## config.mk

```make
export PLATFORM = sky130hd
export DESIGN_NAME = core_unit_bist
export DESIGN_NICKNAME = d
export VERILOG_FILES = /design/src/rtl/core_unit_bist.sv
export SDC_FILE = /design/constraint.sdc
export NUM_CORES = 1
export LEC_CHECK = 0
export BUFFER_PORTS_ARGS = -buffer_cell sky130_fd_sc_hd__buf_2
export CORE_MARGIN = 2
export CORE_UTILIZATION = 43
export DETAILED_ROUTE_END_ITERATION = 6
export PLACE_DENSITY = 0.66
export SLEW_MARGIN = 20
export SYNTH_ARGS = -nofsm -noshare
export SYNTH_HDL_FRONTEND = slang
export SYNTH_SLANG_ARGS = --single-unit
```

## constraint.sdc

```tcl
create_clock -name clk -period 19.9 [get_ports clk]
set_clock_uncertainty 0.2 [all_clocks]
set_input_delay 3.98 -clock clk [delete_from_list [all_inputs] [get_ports clk]]
set_output_delay 3.98 -clock clk [all_outputs]
set_load 0.02 [all_outputs]
```

## src/rtl/core_unit_bist.sv

```systemverilog
// Self-test of data memory, ALU and immediate extender; finish/pass valid 76 cycles after start is sampled.
// No backpressure: start is a level request and finish holds in DONE until start drops.

module dmem_unit (
  input  logic        clk,
  input  logic        we,
  input  logic [4:0]  addr,
  input  logic [31:0] wdata,
  output logic [31:0] rdata
);
  logic [31:0] mem [32];

  always_ff @(posedge clk) begin
    if (we) mem[addr] <= wdata;
  end

  assign rdata = mem[addr];
endmodule

module alu_unit (
  input  logic [2:0]  op,
  input  logic [31:0] a,
  input  logic [31:0] b,
  output logic [31:0] result,
  output logic        zero
);
  always_comb begin
    result = '0;
    case (op)
      3'b000:  result = a + b;
      3'b001:  result = a - b;
      3'b010:  result = a & b;
      3'b011:  result = a | b;
      3'b100:  result = {31'd0, $signed(a) < $signed(b)};
      default: result = '0;
    endcase
  end

  assign zero = (result == 32'd0);
endmodule

module ext_unit (
  input  logic [1:0]  op,
  input  logic [15:0] imm,
  output logic [31:0] result
);
  always_comb begin
    result = '0;
    case (op)
      2'b00:   result = {16'd0, imm};
      2'b01:   result = {{16{imm[15]}}, imm};
      2'b10:   result = {imm, 16'd0};
      default: result = '0;
    endcase
  end
endmodule

module core_unit_bist (
  input  logic       clk,
  input  logic       rst,
  input  logic       start,
  input  logic       inject,
  output logic       finish,
  output logic       pass,
  output logic [7:0] err_count,
  output logic [2:0] phase
);
  typedef enum logic [2:0] {
    S_IDLE = 3'd0, S_DM = 3'd1, S_ALU = 3'd2, S_EXT = 3'd3, S_DONE = 3'd4
  } state_t;

  typedef struct packed {
    logic [2:0]  op;
    logic [31:0] a;
    logic [31:0] b;
    logic [31:0] res;
    logic        zero;
  } alu_vec_t;

  typedef struct packed {
    logic [1:0]  op;
    logic [15:0] imm;
    logic [31:0] res;
  } ext_vec_t;

  function automatic logic [31:0] dm_pattern(input logic [4:0] i);
    return ({27'd0, i} * 32'h0101_0101) ^ 32'hA5A5_A5A5;
  endfunction

  function automatic alu_vec_t alu_rom(input logic [2:0] idx);
    alu_rom = '0;
    case (idx)
      3'd0: alu_rom = '{op: 3'b000, a: 32'h7FFF_FFFF, b: 32'h1,         res: 32'h8000_0000, zero: 1'b0};
      3'd1: alu_rom = '{op: 3'b001, a: 32'h0,         b: 32'h1,         res: 32'hFFFF_FFFF, zero: 1'b0};
      3'd2: alu_rom = '{op: 3'b010, a: 32'hF0F0_F0F0, b: 32'hFF00_FF00, res: 32'hF000_F000, zero: 1'b0};
      3'd3: alu_rom = '{op: 3'b011, a: 32'hF0F0_F0F0, b: 32'hFF00_FF00, res: 32'hFFF0_FFF0, zero: 1'b0};
      3'd4: alu_rom = '{op: 3'b100, a: 32'hFFFF_FFFF, b: 32'h1,         res: 32'h1,         zero: 1'b0};
      3'd5: alu_rom = '{op: 3'b100, a: 32'h1,         b: 32'hFFFF_FFFF, res: 32'h0,         zero: 1'b1};
      3'd6: alu_rom = '{op: 3'b001, a: 32'h5,         b: 32'h5,         res: 32'h0,         zero: 1'b1};
      default: alu_rom = '{op: 3'b000, a: 32'hFFFF_FFFF, b: 32'h1,      res: 32'h0,         zero: 1'b1};
    endcase
  endfunction

  function automatic ext_vec_t ext_rom(input logic [1:0] idx);
    ext_rom = '0;
    case (idx)
      2'd0:    ext_rom = '{op: 2'b00, imm: 16'h8001, res: 32'h0000_8001};
      2'd1:    ext_rom = '{op: 2'b01, imm: 16'h8001, res: 32'hFFFF_8001};
      2'd2:    ext_rom = '{op: 2'b10, imm: 16'h8001, res: 32'h8001_0000};
      default: ext_rom = '{op: 2'b01, imm: 16'h7FFF, res: 32'h0000_7FFF};
    endcase
  endfunction

  state_t      state, state_nxt;
  logic [5:0]  step, step_nxt;
  logic [7:0]  err_cnt;
  alu_vec_t    alu_v;
  ext_vec_t    ext_v;
  logic        dm_we;
  logic [31:0] dm_rdata, alu_result, ext_result;
  logic        alu_zero;
  logic        cmp_vld, zero_bad, mismatch;
  logic [31:0] unit_res, exp_res;

  assign alu_v = alu_rom(step[2:0]);
  assign ext_v = ext_rom(step[1:0]);

  dmem_unit u_dmem (.clk(clk), .we(dm_we), .addr(step[4:0]), .wdata(dm_pattern(step[4:0])), .rdata(dm_rdata));
  alu_unit  u_alu  (.op(alu_v.op), .a(alu_v.a), .b(alu_v.b), .result(alu_result), .zero(alu_zero));
  ext_unit  u_ext  (.op(ext_v.op), .imm(ext_v.imm), .result(ext_result));

  always_comb begin
    state_nxt = state;
    step_nxt  = step;
    dm_we     = 1'b0;
    cmp_vld   = 1'b0;
    zero_bad  = 1'b0;
    unit_res  = '0;
    exp_res   = '0;
    case (state)
      S_IDLE: begin
        if (start) begin
          state_nxt = S_DM;
          step_nxt  = '0;
        end
      end
      S_DM: begin
        // Lower half of the phase fills memory, upper half reads it back.
        dm_we    = ~step[5];
        cmp_vld  = step[5];
        unit_res = dm_rdata;
        exp_res  = dm_pattern(step[4:0]);
        step_nxt = step + 6'd1;
        if (step == 6'd63) begin
          state_nxt = S_ALU;
          step_nxt  = '0;
        end
      end
      S_ALU: begin
        cmp_vld  = 1'b1;
        unit_res = alu_result;
        exp_res  = alu_v.res;
        zero_bad = (alu_zero != alu_v.zero);
        step_nxt = step + 6'd1;
        if (step == 6'd7) begin
          state_nxt = S_EXT;
          step_nxt  = '0;
        end
      end
      S_EXT: begin
        cmp_vld  = 1'b1;
        unit_res = ext_result;
        exp_res  = ext_v.res;
        step_nxt = step + 6'd1;
        if (step == 6'd3) begin
          state_nxt = S_DONE;
          step_nxt  = '0;
        end
      end
      S_DONE: begin
        if (!start) state_nxt = S_IDLE;
      end
      default: state_nxt = S_IDLE;
    endcase
  end

  assign mismatch = cmp_vld && ((((unit_res ^ {31'd0, inject}) != exp_res)) || zero_bad);

  always_ff @(posedge clk or negedge rst) begin
    if (!rst) begin
      state   <= S_IDLE;
      step    <= '0;
      err_cnt <= '0;
    end else begin
      state <= state_nxt;
      step  <= step_nxt;
      if (state == S_IDLE && start) err_cnt <= '0;
      else if (mismatch && err_cnt != 8'hFF) err_cnt <= err_cnt + 8'd1;
    end
  end

  assign finish    = (state == S_DONE);
  assign pass      = finish && (err_cnt == 8'd0);
  assign err_count = err_cnt;
  assign phase     = state;
endmodule

```

== Word-level counts from Yosys, hierarchy flattened ==
Memories as Yosys holds them, arrays and structs flattened.
Index checks and enable logic that the tools add are counted.
Storage, ports and cells
  bits in writable memories: 992
  ROM bits: 0
  register bits: 17
  latch bits: 0
  input port bits: 4
  memories: 1
  logic and storage cells: 85
Cells by class
  shifts and indexed selects: 0
  order comparisons: 1
  eq/ne operators: 29
  reduce and logical (&&, ||, !) cells: 17
  bitwise logic cells: 5
  multipliers: 1
  div/mod/pow operators: 0
  multiplexer cells: 24
  add/subtract/negate cells: 4
Memory list
  u_dmem.mem: depth 32, width 31, rd ports 1, clocked after memory_dff 0, write ports 1, line 11  | logic [31:0] mem [32];
Operators by type and width (count)
  $pmux W100 S7: 1
  $pmux W32 S3: 3
  $pmux W32 S5: 1
  $pmux W50 S3: 1
  $add A32 B32 Y32: 1
  $and A32 B32 Y32: 1
  $logic_not A32 Y1: 1
  $lt A32 B32 Y1: 1
  $ne A32 B32 Y1: 1
  $or A32 B32 Y32: 1
  $sub A32 B32 Y32: 1
  $xor A32 B1 Y32: 1
  $mul A5 B25 Y30 const B: 1
  $mux W6: 4
  $pmux W6 S4: 1
  $eq A3 B2 Y1 const B: 6
  $mux W8: 2
  $not A15 Y16: 1
  $eq A3 B3 Y1 const B: 5
  $mux W3: 5
  $pmux W3 S5: 1
  $ne A2 B2 Y1 const B: 5
  $eq A3 B1 Y1 const B: 3
  $logic_not A3 Y1: 3
  other kinds (21): 30

== Depth between registers and ports, before layout ==
  depth in word-level cells: 12
  gate-level depth with buffers: 28
  gate-level depth less buffers: 22

== Hierarchy ==
Synthesis repeated with hierarchy kept, for this count alone.
Second synthesis, totals
  cell total of the unflattened synthesis: 3313
  area total of the unflattened synthesis: 47613.2 µm²
By module, submodules not included
  dmem_unit: cells each 2075, area an instance 39101.3 µm², seq. area each 30749.5 µm², times used 1
  alu_unit: cells each 802, area an instance 5291.3 µm², seq. area each 0.0 µm², times used 1
  core_unit_bist: cells each 396, area an instance 2929.1 µm², seq. area each 425.4 µm², times used 1
  ext_unit: cells each 40, area an instance 291.5 µm², seq. area each 0.0 µm², times used 1

== Worst setup path before layout ==
OpenSTA, ideal clock, no wires.
  path type: reg2reg
  start point: register step[1]
  end point: register err_cnt[3], in the netlist err_count[3]
  path slack: 13.142 ns
  library setup time: 0.080 ns
  clock period less this slack: 6.758 ns
  arrival time: 6.477 ns
  required time: 19.620 ns
  stages on the path, launching flop included: 25
  buffers on the path: 8
  cell sequence: dfrtp_1 > buf_2 > buf_4 > buf_4 > buf_4 > buf_4 > inv_1 > ha_1 > buf_2 > or3_1 > o21ai_0 > a21boi_0 > ha_1 > clkbuf_1 > nor2b_1 > nor4_1 > a2111oi_0 > nand4_1 > o311a_1 > a2111oi_0 > or4b_1 > or4_1 > buf_2 > o211ai_1 > mux2i_1
On the way
  word-level cells in the longest chain between the ends: 11
RTL lines
  start, declared: line 115  | logic [5:0] step, step_nxt;
  start signal, assigned: line 196  | step <= step_nxt;
  parallel branches: the longest is 7 deep, another holds $mul A5 B25 Y30
  $logic_or A1 B1 Y1 *: line 187  | assign mismatch = cmp_vld && ((((unit_res ^ {31'd0, inject}) != exp_res)) || zero_bad);
  $logic_and A1 B1 Y1 *: line 187
  $logic_and A1 B1 Y1 *: line 198  | else if (mismatch && err_cnt != 8'hFF) err_cnt <= err_cnt + 8'd1;
  $reduce_bool A2 Y1 (no line) *
  end signal, assigned: line 198
  end, declared: line 116  | logic [7:0] err_cnt;
Every way passes the cells marked *.
A chain may end at the register's enable or synchronous reset.

== Worst setup path in the final report ==
  start point: register step[1]
  end point: register err_cnt[4], in the netlist err_count[4]
The elaborated chain is that of the path after synthesis.

==> summary.txt <==
Drt
  – Via count: 6812
  – Detailed-route wire length per cell: 22.22 um
  – Initial DRC count: 681
  – Pre-Repair DR Iteration Count: 5
  – DRC viols: 0
  – Antenna Nets Post-Route: 0
  – Via density per instance: 6.221
  – Final wirelength: 24330 um

GRT
  – GRT Total Usage: 0.2105
  – Vias in the first global route: 6560
  – Largest net degree at the start of global routing: 70
  – Gr ovfl total: 0
  – First-pass GRT wire length: 38280 um
  – Initial antenna violation count: 0

Cells and area
  – Most frequent cells in the layout: edfxtp_1 (160), mux2i_1 (75), nor2_1 (72)
  – Layout cells sized above 1: 0.1153
  – Nets@finish: 825
  – Fin cells: 1095
  – Area occupied by multi-input gates: 3979 um^2
  – ANT cells: 0
  – Register area: 5238 um^2
  – Area growth syn-to-layout: 9.294%
  – Fillers: 1966
  – Commonest non-fill, non-tap cell in the layout: edfxtp_1

Logic synthesis
  – Mux contribution to synthesized area: 0.09899
  – Synth Area per Inst: 11.76 um^2
  – #FFs+latches synth: 177
  – Count of unique library cells instantiated by Yosys: 84
  – Area fraction of the dominant cell type after synthesis: 0.5048
  – Synth Area in Compound Gates: 0.1362
  – Mapped Cells: 809
  – Main synth FF type: edfxtp_1
  – Post-Synth Simple-Gate Area: 0.1451
  – Synthesized Nets: 832
  – Synth Area in XOR/XNOR: 0.01196
  – Post-synth EDFFs: 160
  – Main combinational cell family by area after synthesis: simple AND/OR/NAND/NOR gates
  – Synth warn: 0
  – Post-synth ARST share: 0.09605
  – Synth area leader: edfxtp_1
  – Mapped Area: 9518 um^2
  – Seq/Total Area, Yosys: 0.5495
  – Synth Area in Adders: 0.02577
  – Dominant cells by area after synthesis: edfxtp_1 (50%), mux2i_1 (7.9%), dfrtp_1 (4.5%), nor2_1 (2.8%), ha_1 (2.4%)

Timing
  – Fin. max-slew vios: 0
  – RSZ-0062 raised after global routing: no
  – Final setup viols: 0
  – Tcrit/Tclk final: 0.3765
  – Slew HR: 0.2936
  – FMAX: 0.1335 GHz
  – Worst slew pin tran: 1.057 ns
  – Minimum clock period: 7.493 ns
  – Worst hold slack: 0.3777 ns
  – Final setup TNS: 0 ns
  – Hold Fails Final Rpt: 0

Critical path
  – Slowest CP cell: dfrtp_4
  – Crit path DAT: 7.66 ns
  – WP data required: 20.06 ns
  – Delay of the slowest cell on the worst path: 0.85 ns
  – Worst R2R Path Depth: 17
  – Crit. End Element: register
  – Worst r2r src: step[1]
  – Critical-path cell list: buf_4 > inv_1 > ha_1 > or3_1 > o21ai_0 > a21boi_0 > ha_1 > nor2b_1 > nor4_1 > a2111oi_0 > nand4_1 > o311a_1 > a2111oi_0 > or4b_1 > or4_1 > o211ai_1 > mux2i_1
  – Reg-to-reg endpoint: err_count[4]
  – R2R Setup Slk: 12.41 ns
  – Crit path from: step[1]
  – Kind of critical path: register to register
  – Worst-path fanout max: 59
  – Crit start category: register

Placed design
  – Routability Congestion: 0.9245
  – Detail Placement HPWL: 15940 um
  – Inst Count DP: 1063
  – Port bufs: 16

CTS
  – Clk Latency, worst-skew pair: 0.44 ns
  – Root Driver: clkbuf_16
  – Post-CTS Setup Bufs: 0
  – Inserted Clock Buffers: 17
  – Sinks on the clock net: 177
  – H-Tree Depth: 4
  – CTS tree: built
  – Clock tree buffer depth: 2
  – Clock Pin Slew Worst Setup and Hold Paths: 0.08 ns
  – Hold_buf cts: 0
  – Number of gates resized after CTS: 0

Power and ir drop
  – Worst vdd ir: 0.07293 mV
  – P_leak: 0.003664 uW
  – Power Dens Cells: 163.5 nW/um^2

Floorplan
  – DIE WIDTH: 152.8 um
  – Die height: 152.8 um
  – Row count: 54
  – Die area: 23340 um^2
  – Initial Util: 0.4375
  – Core Area: 21760 um^2
  – I/O pin total: 17

Hold path
  – Worst hold path endpoint: err_count[6]
  – Min-delay src: err_count[6]
  – Hold path depth: 1
  – Hold crit path type: register to register

Status
  – Run status: completed

Run
  – Number of max-cap violations: 0
==> stage by stage <==
| stage | power [uW] | setup slack [ns] | cell area, um^2 | util |
|---|---|---|---|---|
| after detailed placement | 1338 | 12.53 | 9778 | 0.4494 |
| final | 1701 | 12.41 | 10400 | 0.4781 |
| after CTS | 1687 | 12.51 | 10400 | 0.4781 |
| after global routing | 1800 | 11.95 | 10400 | 0.4781 |
| after global placement | 1338 | 12.71 | 9778 | 0.4494 |
| after floorplan | 1120 | 13.14 | 9518 | - |
==> cell type report <==
type,count,area share
repair buffers,24,0.01347
inverters,19,0.006856
clock inverters,15,0.01912
clock buffers,17,0.04089
multi-input cells,563,0.3825
flip-flops and latches,177,0.5035
well taps,280,0.03368
==> routing by layer <==
metal  track usage  part of all wire  vias to the layer above
met3       0.04295             0.078                       36
met1        0.3029              0.45                     3357
met4       0.06526             0.018                        0
met5             0                 0                        -
met2        0.3222              0.46                      296
li1              -                 -                     3123
==> synthesized netlist by cell type (all sizes together) (7+ instances only) <==
master,instances
nor4,7
nand4,7
nand2b,14
mux2i,75
clkbuf,22
and3,7
dfrtp,17
and2,8
inv,19
or2,7
a211oi,9
nor3,20
nor2b,10
nand3,20
xor2,7
buf,28
and4,7
edfxtp,160
or3,7
a21oi,26
nand2,48
ha,18
o22ai,20
a21o,8
nor2,72
o31ai,8
o211ai,8
o21ai,37
mux4,7
==> worst max path at each step <==
| stage | end | slack, ns | cells after the start |
|---|---|---|---|
| after global routing | err_count[3] | 11.95 | 17 |
| after CTS | err_count[0] | 12.51 | 17 |
| after floorplan | err_count[3] | 13.14 | 24 |
| after detailed placement | err_count[0] | 12.53 | 17 |
| final | err_count[4] | 12.41 | 17 |
| after global placement | err_count[4] | 12.71 | 17 |
==> worst max-delay path, delay by kind of cell (launching register included) <==
family / cells / cell delay [ns]
buffers and inverters: 2 / 0.95
adder cells (fa/ha/maj): 2 / 0.85
multiplexers: 1 / 0.22
AND/OR/NAND/NOR: 6 / 2.08
flip-flops: 1 / 0.85
AO/OA/AOI/OAI: 6 / 2.21
==> power by group <==
group | internal, uW | total [uW] | leakage [uW] | switching, uW
logic | 302 | 849 | 0.00169 | 547
registers | 459 | 503 | 0.00167 | 43.8
clock network | 174 | 349 | 0.000302 | 175
total | 936 | 1700 | 0.00366 | 765
==> registers in the layout, summed over array words and instances (netlist names) <==
register,count
err_count,8
u_dmem.mem,160
step,6
phase,3
==> kinds of logic after synthesis <==
kind of cell | Yosys count
AOI/OAI and AO/OA | 184
xor gates and xnor gates | 13
DFF | 177
adders and majority gates | 19
muxes | 85
buffers and inverters | 69
and+or+nand+nor | 262
Power figures use the tool's default switching activity.
